File: src/rtl/next_pc_pkg.sv
// Shared constants for the fetch-stage next-PC selection logic.
// Select codes are fixed so decode and fetch agree on source numbering.
package next_pc_pkg;

    localparam int          DATABIT_DEF  = 32;
    localparam logic [31:0] RESET_PC_DEF = 32'h0000_3000;

    localparam int unsigned SEL_SEQ = 0;
    localparam int unsigned SEL_BEQ = 1;
    localparam int unsigned SEL_J   = 2;
    localparam int unsigned SEL_JR  = 3;
    localparam int unsigned SEL_BNE = 4;

endpackage

File: src/rtl/mux_n.sv
// Generic NUM-to-1 word mux over a flattened bus; an out-of-range select
// falls back to word 0 and raises out_of_range.
module mux_n #(
    parameter int WIDTH = 32,
    parameter int NUM   = 5,
    parameter int SEL_W = 3
) (
    input  logic [SEL_W-1:0]     sel,
    input  logic [NUM*WIDTH-1:0] src,
    output logic [WIDTH-1:0]     out,
    output logic                 out_of_range
);

    assign out_of_range = (32'(sel) >= NUM);

    // NOTE: every always_comb output gets a default first so no path can infer a latch.
    always_comb begin
        out = src[0 +: WIDTH];
        for (int k = 1; k < NUM; k++) begin
            if (32'(sel) == k) begin
                out = src[k*WIDTH +: WIDTH];
            end
        end
    end

endmodule

File: src/rtl/next_pc_select_reg.sv
// Fetch-stage PC register: picks the next PC from NUM_SRC candidates, holds
// under stall and buffers a redirect seen during a stall until release.
module next_pc_select_reg
    import next_pc_pkg::*;
#(
    parameter int                 DATABIT  = DATABIT_DEF,
    parameter int                 NUM_SRC  = 5,
    parameter int                 SEL_W    = 3,
    parameter logic [DATABIT-1:0] RESET_PC = DATABIT'(RESET_PC_DEF),
    parameter int                 CNT_W    = 16
) (
    input  logic                       clk,
    input  logic                       reset,
    input  logic                       stall,
    input  logic [SEL_W-1:0]           sel,
    input  logic [NUM_SRC*DATABIT-1:0] src,
    output logic [DATABIT-1:0]         pc,
    output logic                       redirect_pending,
    output logic                       redirect_taken,
    output logic                       sel_err,
    output logic [CNT_W-1:0]           redirect_cnt
);

    logic [DATABIT-1:0] cand;
    logic [DATABIT-1:0] pend_addr;
    logic               out_of_range;
    logic               is_redirect;
    logic               take_next;

    mux_n #(
        .WIDTH (DATABIT),
        .NUM   (NUM_SRC),
        .SEL_W (SEL_W)
    ) u_mux (
        .sel          (sel),
        .src          (src),
        .out          (cand),
        .out_of_range (out_of_range)
    );

    // A clamped select reads source 0, which is the sequential path, not a redirect.
    assign is_redirect = !out_of_range && (sel != SEL_W'(SEL_SEQ));
    assign take_next   = !stall && (is_redirect || redirect_pending);

    // NOTE: state registers use non-blocking assignments so every read sees the pre-edge value.
    always_ff @(posedge clk) begin
        param_ok: assert (NUM_SRC >= 2 && (1 << SEL_W) >= NUM_SRC);
        if (reset) begin
            pc               <= RESET_PC;
            redirect_pending <= 1'b0;
            pend_addr        <= '0;
            redirect_taken   <= 1'b0;
            sel_err          <= 1'b0;
            redirect_cnt     <= '0;
        end else begin
            if (out_of_range) begin
                sel_err <= 1'b1;
            end

            if (stall) begin
                if (is_redirect) begin
                    pend_addr        <= cand;
                    redirect_pending <= 1'b1;
                end
            end else begin
                // A fresh redirect outranks the buffered one; sequential yields to it.
                pc               <= (redirect_pending && !is_redirect) ? pend_addr : cand;
                redirect_pending <= 1'b0;
            end

            redirect_taken <= take_next;
            if (take_next && (redirect_cnt != {CNT_W{1'b1}})) begin
                redirect_cnt <= redirect_cnt + CNT_W'(1);
            end
        end
    end

endmodule

File: config.mk
export PLATFORM = sky130hd
export DESIGN_NAME = next_pc_select_reg
export DESIGN_NICKNAME = d
export VERILOG_FILES = /design/src/rtl/next_pc_pkg.sv /design/src/rtl/mux_n.sv /design/src/rtl/next_pc_select_reg.sv
export SDC_FILE = /design/constraint.sdc
export NUM_CORES = 1
export LEC_CHECK = 0
export BUFFER_PORTS_ARGS = -buffer_cell sky130_fd_sc_hd__buf_2
export CAP_MARGIN = 20
export CORE_MARGIN = 5
export CORE_UTILIZATION = 30
export CTS_BUF_LIST = sky130_fd_sc_hd__clkbuf_4 sky130_fd_sc_hd__clkbuf_8
export DETAILED_ROUTE_END_ITERATION = 8
export SLEW_MARGIN = 20
export SYNTH_ARGS = -nofsm -noshare
export SYNTH_HDL_FRONTEND = slang
export SYNTH_HIERARCHICAL = 1
export SYNTH_SLANG_ARGS = --single-unit
File: constraint.sdc
create_clock -name clk -period 3.45 [get_ports clk]
set_input_delay 0.345 -clock clk [delete_from_list [all_inputs] [get_ports clk]]
set_output_delay 0.345 -clock clk [all_outputs]
set_load 0.02 [all_outputs]
==> metrics.txt, run 1 <==
# TYPE chip_impl_metric gauge
chip_impl_info{name="result_of_the_run",value="finished, final reports clean"} 1
chip_impl_metric{name="postSynthAreaPerCell",unit="um^2"} 8.03
chip_impl_metric{name="rows",unit=""} 47
chip_impl_metric{name="signed_area_change_from_the_synthesized_netlist_to_the_final_layout",unit="%"} 27.7
chip_impl_metric{name="clock_insertion_delay_worst_skew",unit="ns"} 0.35
chip_impl_info{name="netlist_top_cells_area",value="dfxtp_1, mux2i_1, nand2_1"} 1
chip_impl_metric{name="synth-seq-cells",unit=""} 83
chip_impl_info{name="rsz0062_at_grt",value="no"} 1
chip_impl_metric{name="die_area",unit="um^2"} 19600
chip_impl_metric{name="per_cell_via_count_in_the_routed_design",unit=""} 5.07
chip_impl_metric{name="design_area",unit="um^2"} 6490
chip_impl_metric{name="post-dp-hpwl",unit="mm"} 12.4
chip_impl_metric{name="setup_total_negative_slack",unit="ns"} 0
chip_impl_info{name="timing.rr.end",value="redirect_cnt[15]$_SDFFE_PP0P_"} 1
chip_impl_metric{name="post-cts-setup-buffer-count",unit=""} 0
chip_impl_metric{name="die_x",unit="um"} 140
chip_impl_metric{name="final_max_slew_viol_count",unit=""} 0
chip_impl_metric{name="finalWorstPathRequiredPeriod",unit="ns"} 2.18
chip_impl_metric{name="h-tree-depth",unit=""} 3
chip_impl_metric{name="synthCells",unit=""} 633
chip_impl_info{name="regToRegStartpoint",value="redirect_pending$_SDFFE_PP0P_"} 1
chip_impl_metric{name="synthesis_warnings",unit=""} 6
chip_impl_metric{name="synth-seq-area-share",unit="%"} 32.7
chip_impl_metric{name="synth_nets",unit=""} 800
chip_impl_metric{name="tightestPinTransition",unit="ns"} 0.987
chip_impl_metric{name="numCtsBuffers",unit=""} 9
chip_impl_metric{name="vdd.ir_drop.worst",unit="mV"} 0.183
chip_impl_metric{name="crit_fanout",unit=""} 21
chip_impl_metric{name="clk_pin_slew",unit="ns"} 0.09
chip_impl_metric{name="layout-drive-gt1-share",unit="%"} 32.3
chip_impl_info{name="hold_end",value="pc[12]$_SDFFE_PP1N_"} 1
chip_impl_metric{name="placement.cell_area",unit="um^2"} 6290
chip_impl_metric{name="ys_async_sr_fraction",unit="%"} 0
chip_impl_info{name="min-delay-start",value="stall"} 1
chip_impl_info{name="hold_path_class",value="input port to flip-flop"} 1
chip_impl_metric{name="cts_hold_buffers",unit=""} 0
chip_impl_info{name="critical-path-top-delay-family",value="simple AND/OR/NAND/NOR gates"} 1
chip_impl_metric{name="timing.critical_path.slowest_cell_delay",unit="ns"} 0.55
chip_impl_metric{name="worst_r2r_path_depth",unit=""} 4
chip_impl_info{name="ys_flop_type",value="dfxtp_1"} 1
chip_impl_metric{name="fmax",unit="MHz"} 458
chip_impl_metric{name="synth_enable_flop_cells",unit=""} 0
chip_impl_info{name="synth_most_common_cell",value="nand2_1"} 1
chip_impl_metric{name="buffer_ports.inserted",unit=""} 216
chip_impl_info{name="clockRootBuffer",value="clkbuf_8"} 1
chip_impl_metric{name="core_area",unit="um^2"} 16600
chip_impl_info{name="synth_largest_area_cell",value="dfxtp_1"} 1
chip_impl_metric{name="leakage",unit="nW"} 3.04
chip_impl_metric{name="reg2reg_setup_slack",unit="ns"} 1.39
chip_impl_metric{name="synth_top_area_share",unit="%"} 32.7
chip_impl_metric{name="synthDistinctLibCells",unit=""} 39
chip_impl_metric{name="via_count",unit=""} 5270
chip_impl_metric{name="worst_clock_skew",unit="ns"} 0.0132
chip_impl_metric{name="cts-resized-gates",unit=""} 0
chip_impl_metric{name="clock_tree.buffer_depth",unit=""} 2
chip_impl_metric{name="global_route.usage.total",unit="%"} 17.1
chip_impl_metric{name="cellPowerDensity",unit="nW/um^2"} 362
chip_impl_metric{name="wirelength",unit="mm"} 17.4
chip_impl_metric{name="start_util",unit="%"} 30.6
chip_impl_metric{name="finalWeightedCongestion",unit=""} 0.799
chip_impl_metric{name="grt_pass1_vias",unit=""} 5195
chip_impl_metric{name="worst-endpoint-required",unit="ns"} 3.70
chip_impl_metric{name="number_of_clock_sinks_seen_by_cts",unit=""} 83
chip_impl_info{name="crit_chain",value="buf_2 -> and2_1 -> nor2b_1 -> or3_1 -> nor4_1 -> mux2_2"} 1
chip_impl_metric{name="grt_start_max_net_pins",unit=""} 95
chip_impl_metric{name="crit_buf_inv",unit=""} 1
chip_impl_metric{name="num-fill-cells",unit=""} 1755
chip_impl_metric{name="final_cycle_utilization_of_the_critical_path",unit="%"} 63.3
chip_impl_metric{name="drt_first_pass_iters",unit=""} 6
chip_impl_metric{name="relSlewSlack",unit="%"} 34.2
chip_impl_metric{name="worst_ep_arrival_time",unit="ns"} 2.43
chip_impl_metric{name="setup_failing_eps_final",unit=""} 0
chip_impl_metric{name="pin_count",unit=""} 217
chip_impl_metric{name="detail_route.iter0.violations",unit=""} 257
chip_impl_metric{name="antenna_found_initial",unit=""} 0
chip_impl_metric{name="design.final.nets",unit=""} 982
chip_impl_metric{name="route.antenna.remaining_nets",unit=""} 0
chip_impl_metric{name="mappedNetlistArea",unit="um^2"} 5080
chip_impl_metric{name="max_cap_violations",unit=""} 0
chip_impl_info{name="setup.worst_path.end_class",value="flip-flop"} 1
chip_impl_metric{name="final_hold_viol_count",unit=""} 0
chip_impl_metric{name="insertedDiodeCount",unit=""} 0
chip_impl_info{name="crit_slowest_cell",value="or3_1"} 1
chip_impl_info{name="clock_tree_from_tritoncts",value="done"} 1
chip_impl_metric{name="grt_overflow",unit=""} 0
chip_impl_metric{name="grt_pass1_wl",unit="mm"} 27.5
chip_impl_metric{name="whs_path_depth",unit=""} 3
chip_impl_info{name="worstSetupPathType",value="input port to flip-flop"} 1
chip_impl_metric{name="drcViolationCount",unit=""} 0
chip_impl_info{name="worstSetupStartpointType",value="input port"} 1
chip_impl_info{name="synthTopCellsByCount",value="nand2_1, dfxtp_1, a21oi_1"} 1
chip_impl_metric{name="floorplan.die.height",unit="um"} 140
chip_impl_metric{name="average_routed_wire_per_standard_cell",unit="um"} 16.7
## cell families after synthesis
kind of cell / share of synthesized area [%]
compound gates: 26.3
fa+ha+maj: 0.246
buf+inv: 8.49
flops: 32.7
mux: 14.8
simple gates: 17.4
## cell type report
cell class,instances,area (um^2),share of cell area (%)
multi-input cells,455,3020,46.5
flip-flops and latches,83,1660,25.6
repair buffers,231,1210,18.6
well taps,220,275,4.24
clock buffers,12,146,2.25
inverters,35,131,2.02
clock inverters,4,51.3,0.790
## power by group
part           total [mW]  internal [mW]  switching, mW
Combinational       0.581          0.257          0.324
Sequential           1.05           1.02         0.0338
Clock               0.720          0.360          0.360
## per-stage QoR
step	std cells	utilization, %	worst slack (ns)	hold slack, ns	power [mW]
after floorplan	633	-	0.934	0.436	1.44
after global placement	1024	38.0	0.843	0.440	1.66
after detailed placement	1024	38.0	0.842	0.446	1.66
after CTS	1040	39.2	1.22	0.356	2.39
after global routing	1040	39.2	1.10	0.366	2.51
final	1040	39.2	1.27	0.376	2.35
## per-layer routing
layer	global-route usage (%)	routed length, um	up-vias
met5	0	0	-
met2	28.9	8450	167
met3	4.33	1120	7
li1	-	-	2663
met1	22.1	7690	2433
met4	3.47	108	0
## tightest hold or removal path, stage by stage
cell and delay (ns):
buf_2 0.14, nor2_1 0.08, a21oi_1 0.12
## cells in the final DEF, fill, tap and decap left out, types with 2 or more instances in the layout
| cell | n |
|---|---|
| buf_2 | 215 |
| nand2_1 | 99 |
| dfxtp_1 | 83 |
| a21oi_1 | 69 |
| mux2i_1 | 65 |
| nor2_1 | 48 |
| a211oi_1 | 36 |
| inv_1 | 34 |
| o32a_1 | 32 |
| a32o_1 | 32 |
| buf_4 | 15 |
| nor2b_1 | 10 |
| mux2_2 | 9 |
| clkbuf_8 | 9 |
| nor3_1 | 7 |
| nand3_1 | 6 |
| nor4_1 | 5 |
| and2_1 | 4 |
| nand4_1 | 4 |
| or3_1 | 3 |
| and3_1 | 3 |
| a31oi_1 | 3 |
| clkbuf_4 | 3 |
| o31ai_1 | 2 |
| or4_1 | 2 |
| nand2b_1 | 2 |
## flip-flops by register name, summed over array words and instances, names as in the netlist
| name | count |
|---|---|
| pc | 32 |
| sel_err | 1 |
| redirect_pending | 1 |
| pend_addr | 32 |
| redirect_cnt | 16 |
| redirect_taken | 1 |
## how the worst max path moves through the flow
stage / start / to / depth (start not counted)
floorplan: sel[1] / redirect_cnt[2]$_SDFFE_PP0P_ / 11
global placement: sel[1] / pc[8]$_SDFFE_PP0N_ / 8
detailed placement: sel[1] / pc[8]$_SDFFE_PP0N_ / 8
CTS: sel[1] / pc[8]$_SDFFE_PP0N_ / 8
global route: sel[1] / pc[8]$_SDFFE_PP0N_ / 8
finish: sel[2] / redirect_cnt[15]$_SDFFE_PP0P_ / 6
No activity file was read; power rests on OpenSTA's default activity.
==> inputs of run 2 (changes only) <==
==> constraint.sdc (replaced) <==
create_clock -name clk -period 2.2 [get_ports clk]
set_input_delay 0.22 -clock clk [delete_from_list [all_inputs] [get_ports clk]]
set_output_delay 0.22 -clock clk [all_outputs]
set_load 0.02 [all_outputs]
==> run 2 against run 1 <==
Compared with the run above:
- core utilization is 1.9 points higher
- global-route usage down 0.50 points
- combinational power up 63%
- count of clock-buffer cells in the layout unchanged
- register-to-register slack worse by 1.1 ns
- die area stayed put
- cell count grew 1.1%
- critical endpoint is now redirect_cnt[13]$_SDFFE_PP0P_
- largest cell class unchanged
- highest routed layer unchanged
==> metrics.txt, run 2 (synthesized netlist as in run 1, its figures left out) <==
# TYPE chip_impl_metric gauge
chip_impl_info{name="result_of_the_run",value="finished, final reports clean"} 1
chip_impl_metric{name="final_max_slew_viol_count",unit=""} 0
chip_impl_metric{name="whs_path_depth",unit=""} 3
chip_impl_metric{name="post-cts-setup-buffer-count",unit=""} 0
chip_impl_info{name="final_common_cell",value="buf_2"} 1
chip_impl_metric{name="start_util",unit="%"} 30.6
chip_impl_metric{name="relSlewSlack",unit="%"} 68.7
chip_impl_metric{name="layout-drive-gt1-share",unit="%"} 34.4
chip_impl_metric{name="clock_tree.buffer_depth",unit=""} 2
chip_impl_info{name="critical_path.startpoint",value="redirect_pending$_SDFFE_PP0P_"} 1
chip_impl_metric{name="placement.cell_area",unit="um^2"} 6530
chip_impl_metric{name="per_cell_via_count_in_the_routed_design",unit=""} 5.02
chip_impl_metric{name="buffer_ports.inserted",unit=""} 216
chip_impl_metric{name="reg2reg_setup_slack",unit="ns"} 0.27
chip_impl_info{name="rsz0062_at_grt",value="no"} 1
chip_impl_metric{name="clk_pin_slew",unit="ns"} 0.08
chip_impl_info{name="regToRegStartpoint",value="redirect_pending$_SDFFE_PP0P_"} 1
chip_impl_metric{name="drcViolationCount",unit=""} 0
chip_impl_metric{name="post_layout_nonfiller_instances",unit=""} 1051
chip_impl_metric{name="placed_cells",unit=""} 1035
chip_impl_metric{name="wirelength",unit="mm"} 17.0
chip_impl_info{name="clock_tree_from_tritoncts",value="done"} 1
chip_impl_metric{name="signed_area_change_from_the_synthesized_netlist_to_the_final_layout",unit="%"} 33.9
chip_impl_metric{name="vdd.ir_drop.worst",unit="mV"} 0.359
chip_impl_info{name="biggestRegsByFlops",value="pc (32), pend_addr (32), redirect_cnt (16)"} 1
chip_impl_metric{name="route.antenna.remaining_nets",unit=""} 0
chip_impl_metric{name="worst_ep_arrival_time",unit="ns"} 2.19
chip_impl_metric{name="num-fill-cells",unit=""} 1785
chip_impl_info{name="timing.rr.end",value="redirect_cnt[13]$_SDFFE_PP0P_"} 1
chip_impl_info{name="setup.worst_path.end_class",value="flip-flop"} 1
chip_impl_metric{name="grt_start_max_net_pins",unit=""} 95
chip_impl_metric{name="floorplan.die.height",unit="um"} 140
chip_impl_metric{name="worst_clock_skew",unit="ns"} 0.00703
chip_impl_metric{name="grt_pass1_vias",unit=""} 5036
chip_impl_info{name="min-delay-start",value="stall"} 1
chip_impl_metric{name="die_x",unit="um"} 140
chip_impl_metric{name="antenna_found_initial",unit=""} 0
chip_impl_metric{name="worst-endpoint-required",unit="ns"} 2.45
chip_impl_metric{name="max_cap_violations",unit=""} 0
chip_impl_info{name="clockRootBuffer",value="clkbuf_8"} 1
chip_impl_metric{name="design_area",unit="um^2"} 6810
chip_impl_info{name="worstSetupStartpointType",value="flip-flop"} 1
chip_impl_metric{name="design.final.nets",unit=""} 993
chip_impl_info{name="most-common-layout-cells",value="buf_2, nand2_1, dfxtp_1"} 1
chip_impl_metric{name="final_cycle_utilization_of_the_critical_path",unit="%"} 87.9
chip_impl_metric{name="post-dp-hpwl",unit="mm"} 12.4
chip_impl_metric{name="pin_count",unit=""} 217
chip_impl_metric{name="drt_first_pass_iters",unit=""} 5
chip_impl_metric{name="number_of_clock_sinks_seen_by_cts",unit=""} 83
chip_impl_info{name="hold_path_class",value="input port to flip-flop"} 1
chip_impl_metric{name="die_area",unit="um^2"} 19600
chip_impl_metric{name="via_count",unit=""} 5281
chip_impl_metric{name="worst_r2r_path_depth",unit=""} 5
chip_impl_metric{name="cts-resized-gates",unit=""} 0
chip_impl_metric{name="final_hold_viol_count",unit=""} 0
chip_impl_metric{name="core_area",unit="um^2"} 16600
chip_impl_metric{name="h-tree-depth",unit=""} 3
chip_impl_info{name="hold_end",value="pc[12]$_SDFFE_PP1N_"} 1
chip_impl_metric{name="grt_pass1_wl",unit="mm"} 26.6
chip_impl_metric{name="power.total",unit="mW"} 4.09
chip_impl_metric{name="tightestPinTransition",unit="ns"} 0.470
chip_impl_metric{name="leakage",unit="nW"} 3.17
chip_impl_metric{name="cellPowerDensity",unit="nW/um^2"} 601
chip_impl_metric{name="finalWeightedCongestion",unit=""} 0.789
chip_impl_metric{name="rows",unit=""} 47
chip_impl_metric{name="cts_hold_buffers",unit=""} 0
chip_impl_metric{name="post-place-ws",unit="ns"} 0.0685
chip_impl_metric{name="fmax",unit="MHz"} 517
chip_impl_metric{name="average_routed_wire_per_standard_cell",unit="um"} 16.2
chip_impl_metric{name="clock_insertion_delay_worst_skew",unit="ns"} 0.36
chip_impl_metric{name="finish.utilization",unit="%"} 41.1
chip_impl_metric{name="setup_failing_eps_final",unit=""} 0
chip_impl_metric{name="finalWorstPathRequiredPeriod",unit="ns"} 1.93
chip_impl_metric{name="detail_route.iter0.violations",unit=""} 225
chip_impl_metric{name="grt_overflow",unit=""} 0
chip_impl_metric{name="setup_ws",unit="ns"} 0.267
chip_impl_metric{name="numCtsBuffers",unit=""} 9
chip_impl_info{name="worstSetupPathType",value="flip-flop to flip-flop"} 1
chip_impl_metric{name="insertedDiodeCount",unit=""} 0
chip_impl_metric{name="crit_fanout",unit=""} 16
chip_impl_metric{name="global_route.usage.total",unit="%"} 16.6
run 2: cell count changes in the layout (fill, tap and decap cells not counted), sizes merged:
cell	previous run	this run
bufinv	1	4
clkinvlp	1	0
clkinv	2	0
buf	231	242
run 2: worst max-delay path: stages (launching register included):
cell and delay, ns:
dfxtp_1 0.53, nor4_1 0.12, or3_1 0.40, buf_12 0.17, nor4_2 0.25, mux2_2 0.36
run 2: worst max path at each step:
stage                                    end  slack (ns)  cells after the start
3_3_place_gp   redirect_cnt[13]$_SDFFE_PP0P_        0.08                      8
5_1_grt         redirect_cnt[7]$_SDFFE_PP0P_        0.17                      4
3_5_place_dp   redirect_cnt[13]$_SDFFE_PP0P_        0.07                      8
4_1_cts        redirect_cnt[13]$_SDFFE_PP0P_        0.26                      5
2_1_floorplan   redirect_cnt[3]$_SDFFE_PP0P_       -0.09                     11
6_report       redirect_cnt[13]$_SDFFE_PP0P_        0.27                      5
run 2: layout make-up:
| cell class | instances | area (um^2) | area share [%] |
|---|---|---|---|
| inverter | 35 | 131 | 1.93 |
| timing repair buffer | 242 | 1370 | 20.1 |
| sequential | 83 | 1660 | 24.4 |
| tap | 220 | 275 | 4.04 |
| multi-input combinational | 455 | 3090 | 45.5 |
| clock buffer | 12 | 159 | 2.33 |
| clock inverter | 4 | 120 | 1.76 |
run 2: layer usage:
layer / track usage [%] / share of wire [%] / vias up
met1: 21.1 / 44 / 2411
met4: 3.16 / 1.1 / 0
li1: - / - / 2681
met2: 28.2 / 47 / 175
met3: 4.77 / 7.4 / 14
met5: 0 / 0 / -
run 2: power breakdown:
group / switching, mW / internal, mW
combinational: 0.514 / 0.433
sequential: 0.0529 / 1.60
clock: 0.550 / 0.944
total: 1.12 / 2.97
run 2: per-stage QoR:
stage,hold WS [ns],TNS (ns)
3_3_place_gp,0.441,0
6_report,0.243,0
5_1_grt,0.262,0
4_1_cts,0.230,0
2_1_floorplan,0.386,-0.533
3_5_place_dp,0.446,0
==> inputs of run 3 (changes only) <==
==> constraint.sdc (replaced) <==
create_clock -name clk -period 1.6 [get_ports clk]
set_input_delay 0.16 -clock clk [delete_from_list [all_inputs] [get_ports clk]]
set_output_delay 0.16 -clock clk [all_outputs]
set_load 0.02 [all_outputs]
==> run 3 against run 2 <==
Compared with the run above:
- the run now ends with setup timing left
- worst setup slack got worse by 0.31 ns
- routed wire length rose by 2.1%
- die area did not move
- total power grew 25%
- first-iteration DRC count decreased by 13%
- cell count grew 3.2%
- sequential power is 37% higher
- final area rose by 4.7%
- count of clock-buffer cells in the layout increased by 1
- critical endpoint is now redirect_cnt[10]$_SDFFE_PP0P_
==> metrics.txt, run 3 (synthesized netlist as in run 1, its figures left out) <==
# TYPE chip_impl_metric gauge
chip_impl_metric{name="start_util",unit="%"} 30.6
chip_impl_metric{name="num-fill-cells",unit=""} 1711
chip_impl_info{name="final_common_cell",value="buf_2"} 1
chip_impl_info{name="result_of_the_run",value="complete, but fails checks"} 1
chip_impl_info{name="worstSetupPathType",value="flip-flop to flip-flop"} 1
chip_impl_metric{name="clock_insertion_delay_worst_skew",unit="ns"} 0.36
chip_impl_metric{name="grt_start_max_net_pins",unit=""} 54
chip_impl_metric{name="fmax",unit="MHz"} 610
chip_impl_info{name="timing.critical_path.to",value="redirect_cnt[10]$_SDFFE_PP0P_"} 1
chip_impl_metric{name="leakage",unit="nW"} 3.31
chip_impl_metric{name="worst_r2r_path_depth",unit=""} 5
chip_impl_metric{name="worst-endpoint-required",unit="ns"} 1.89
chip_impl_metric{name="worst_ep_arrival_time",unit="ns"} 1.93
chip_impl_metric{name="setup_failing_eps_final",unit=""} 1
chip_impl_metric{name="rows",unit=""} 47
chip_impl_metric{name="detail_route.iter0.violations",unit=""} 196
chip_impl_metric{name="final_max_slew_viol_count",unit=""} 0
chip_impl_metric{name="clk_pin_slew",unit="ns"} 0.09
chip_impl_metric{name="core_area",unit="um^2"} 16600
chip_impl_metric{name="layout-drive-gt1-share",unit="%"} 39.4
chip_impl_metric{name="vdd.ir_drop.worst",unit="mV"} 0.493
chip_impl_metric{name="grt_pass1_vias",unit=""} 5360
chip_impl_metric{name="insertedDiodeCount",unit=""} 0
chip_impl_info{name="worstSetupStartpointType",value="flip-flop"} 1
chip_impl_info{name="regToRegStartpoint",value="redirect_pending$_SDFFE_PP0P_"} 1
chip_impl_metric{name="drcViolationCount",unit=""} 0
chip_impl_metric{name="drt_first_pass_iters",unit=""} 4
chip_impl_metric{name="grt_pass1_wl",unit="mm"} 27.4
chip_impl_metric{name="antenna_found_initial",unit=""} 0
chip_impl_metric{name="post-dp-hpwl",unit="mm"} 12.8
chip_impl_metric{name="per_cell_via_count_in_the_routed_design",unit=""} 5.03
chip_impl_metric{name="number_of_clock_sinks_seen_by_cts",unit=""} 83
chip_impl_metric{name="pin_count",unit=""} 217
chip_impl_metric{name="max_cap_violations",unit=""} 0
chip_impl_metric{name="design.final.nets",unit=""} 1027
chip_impl_metric{name="power.total",unit="mW"} 5.10
chip_impl_metric{name="h-tree-depth",unit=""} 3
chip_impl_metric{name="worst_clock_skew",unit="ns"} 0.00632
chip_impl_metric{name="final_hold_viol_count",unit=""} 0
chip_impl_metric{name="buffer_ports.inserted",unit=""} 216
chip_impl_metric{name="average_routed_wire_per_standard_cell",unit="um"} 16.0
chip_impl_metric{name="wirelength",unit="mm"} 17.4
chip_impl_metric{name="tightestPinTransition",unit="ns"} 0.514
chip_impl_metric{name="relSlewSlack",unit="%"} 65.7
chip_impl_metric{name="die_area",unit="um^2"} 19600
chip_impl_info{name="biggestRegsByFlops",value="pc (32), pend_addr (32), redirect_cnt (16)"} 1
chip_impl_metric{name="clock_tree.buffer_depth",unit=""} 2
chip_impl_metric{name="die_x",unit="um"} 140
chip_impl_metric{name="finalWorstPathRequiredPeriod",unit="ns"} 1.64
chip_impl_info{name="timing.rr.end",value="redirect_cnt[10]$_SDFFE_PP0P_"} 1
chip_impl_metric{name="floorplan.die.height",unit="um"} 140
chip_impl_metric{name="setup_ws",unit="ns"} -0.0400
chip_impl_metric{name="global_route.usage.total",unit="%"} 17.1
chip_impl_metric{name="numCtsBuffers",unit=""} 9
chip_impl_info{name="clockRootBuffer",value="clkbuf_8"} 1
chip_impl_metric{name="signed_area_change_from_the_synthesized_netlist_to_the_final_layout",unit="%"} 40.3
chip_impl_metric{name="via_count",unit=""} 5462
chip_impl_info{name="hold_path_class",value="input port to flip-flop"} 1
chip_impl_info{name="critical_path.startpoint",value="redirect_pending$_SDFFE_PP0P_"} 1
chip_impl_metric{name="cellPowerDensity",unit="nW/um^2"} 715
chip_impl_metric{name="finalWeightedCongestion",unit=""} 0.769
chip_impl_info{name="most-common-layout-cells",value="buf_2, nand2_1, dfxtp_1"} 1
chip_impl_metric{name="grt_overflow",unit=""} 0
chip_impl_info{name="setup.worst_path.end_class",value="flip-flop"} 1
chip_impl_metric{name="route.antenna.remaining_nets",unit=""} 0
chip_impl_info{name="violations",value="setup timing"} 1
chip_impl_metric{name="crit_fanout",unit=""} 8
chip_impl_metric{name="final_worst_hold_slack",unit="ns"} 0.213
chip_impl_metric{name="reg2reg_setup_slack",unit="ns"} -0.04
chip_impl_metric{name="final_cycle_utilization_of_the_critical_path",unit="%"} 103
chip_impl_info{name="clock_tree_from_tritoncts",value="done"} 1
chip_impl_info{name="rsz0062_at_grt",value="yes"} 1
-- run 3: cell count changes in the layout (fill, tap and decap cells not counted), moves of 2 or more --
cell	previous run	this run
buf_4	20	47
bufinv_16	4	0
clkinvlp_4	0	3
mux2_2	4	1
nor4_4	0	5
a21oi_2	0	2
buf_6	0	5
dfxtp_2	0	10
dfxtp_1	83	72
mux2_4	5	8
nor4_2	5	1
-- run 3: repair_timing --
action | 4_1_cts | 5_1_grt
cloned | 0 | 0
buffers inserted | 1 | 0
hold buffers | 0 | 0
gates resized for setup | 17 | 23
setup endpoints to repair | 11 | 21
pin swaps | 5 | 5
-- run 3: critical path: stages (launching register included) --
cell     delay (ns)
dfxtp_4        0.39
nor4_4         0.04
or3_4          0.39
buf_6          0.15
or4_1          0.46
a21oi_1        0.13
-- run 3: through the flow --
stage / utilization, % / worst slack [ns] / area [um^2] / setup TNS [ns] / instances
6_report: 43.0 / -0.0400 / 7130 / -0.0400 / 1085
5_1_grt: 43.0 / -0.0678 / 7130 / -0.285 / 1085
3_5_place_dp: 40.9 / -0.424 / 6780 / -21.58 / 1068
4_1_cts: 42.5 / -0.0424 / 7050 / -0.0670 / 1085
2_1_floorplan: - / -0.624 / 5210 / -23.13 / 633
3_3_place_gp: 40.9 / -0.423 / 6780 / -19.48 / 1068
-- run 3: worst min-delay path by stage --
stage                               start                         end  slack (ns)  depth (start not counted)
6_report                         src[132]   pend_addr[4]$_SDFFE_PP0P_        0.21                          4
5_1_grt                          src[132]   pend_addr[4]$_SDFFE_PP0P_        0.22                          4
4_1_cts                          src[128]   pend_addr[0]$_SDFFE_PP0P_        0.18                          4
3_5_place_dp    pend_addr[0]$_SDFFE_PP0P_   pend_addr[0]$_SDFFE_PP0P_        0.45                          2
3_3_place_gp   pend_addr[10]$_SDFFE_PP0P_  pend_addr[10]$_SDFFE_PP0P_        0.45                          2
2_1_floorplan                       stall         pc[12]$_SDFFE_PP1N_        0.33                          2
-- run 3: layer usage --
layer	track usage (%)	up-vias	share of wire, %
met3	4.23	15	5.0
met1	21.5	2554	45
met4	4.08	0	0.89
li1	-	2761	-
met2	29.5	132	49
met5	0	-	0
-- run 3: where the power goes --
part,internal [mW],switching [mW]
Sequential,2.20,0.0678
Clock,0.684,0.776
Combinational,0.644,0.732
Total,3.52,1.58
-- run 3: layout make-up --
cell class | instances | area [um^2] | area share (%)
Multi-Input combinational cell | 455 | 3200 | 44.8
Sequential cell | 83 | 1680 | 23.5
Timing Repair Buffer | 276 | 1660 | 23.3
Tap cell | 220 | 275 | 3.86
Clock buffer | 13 | 166 | 2.33
Inverter | 35 | 131 | 1.84
Clock inverter | 3 | 22.5 | 0.316
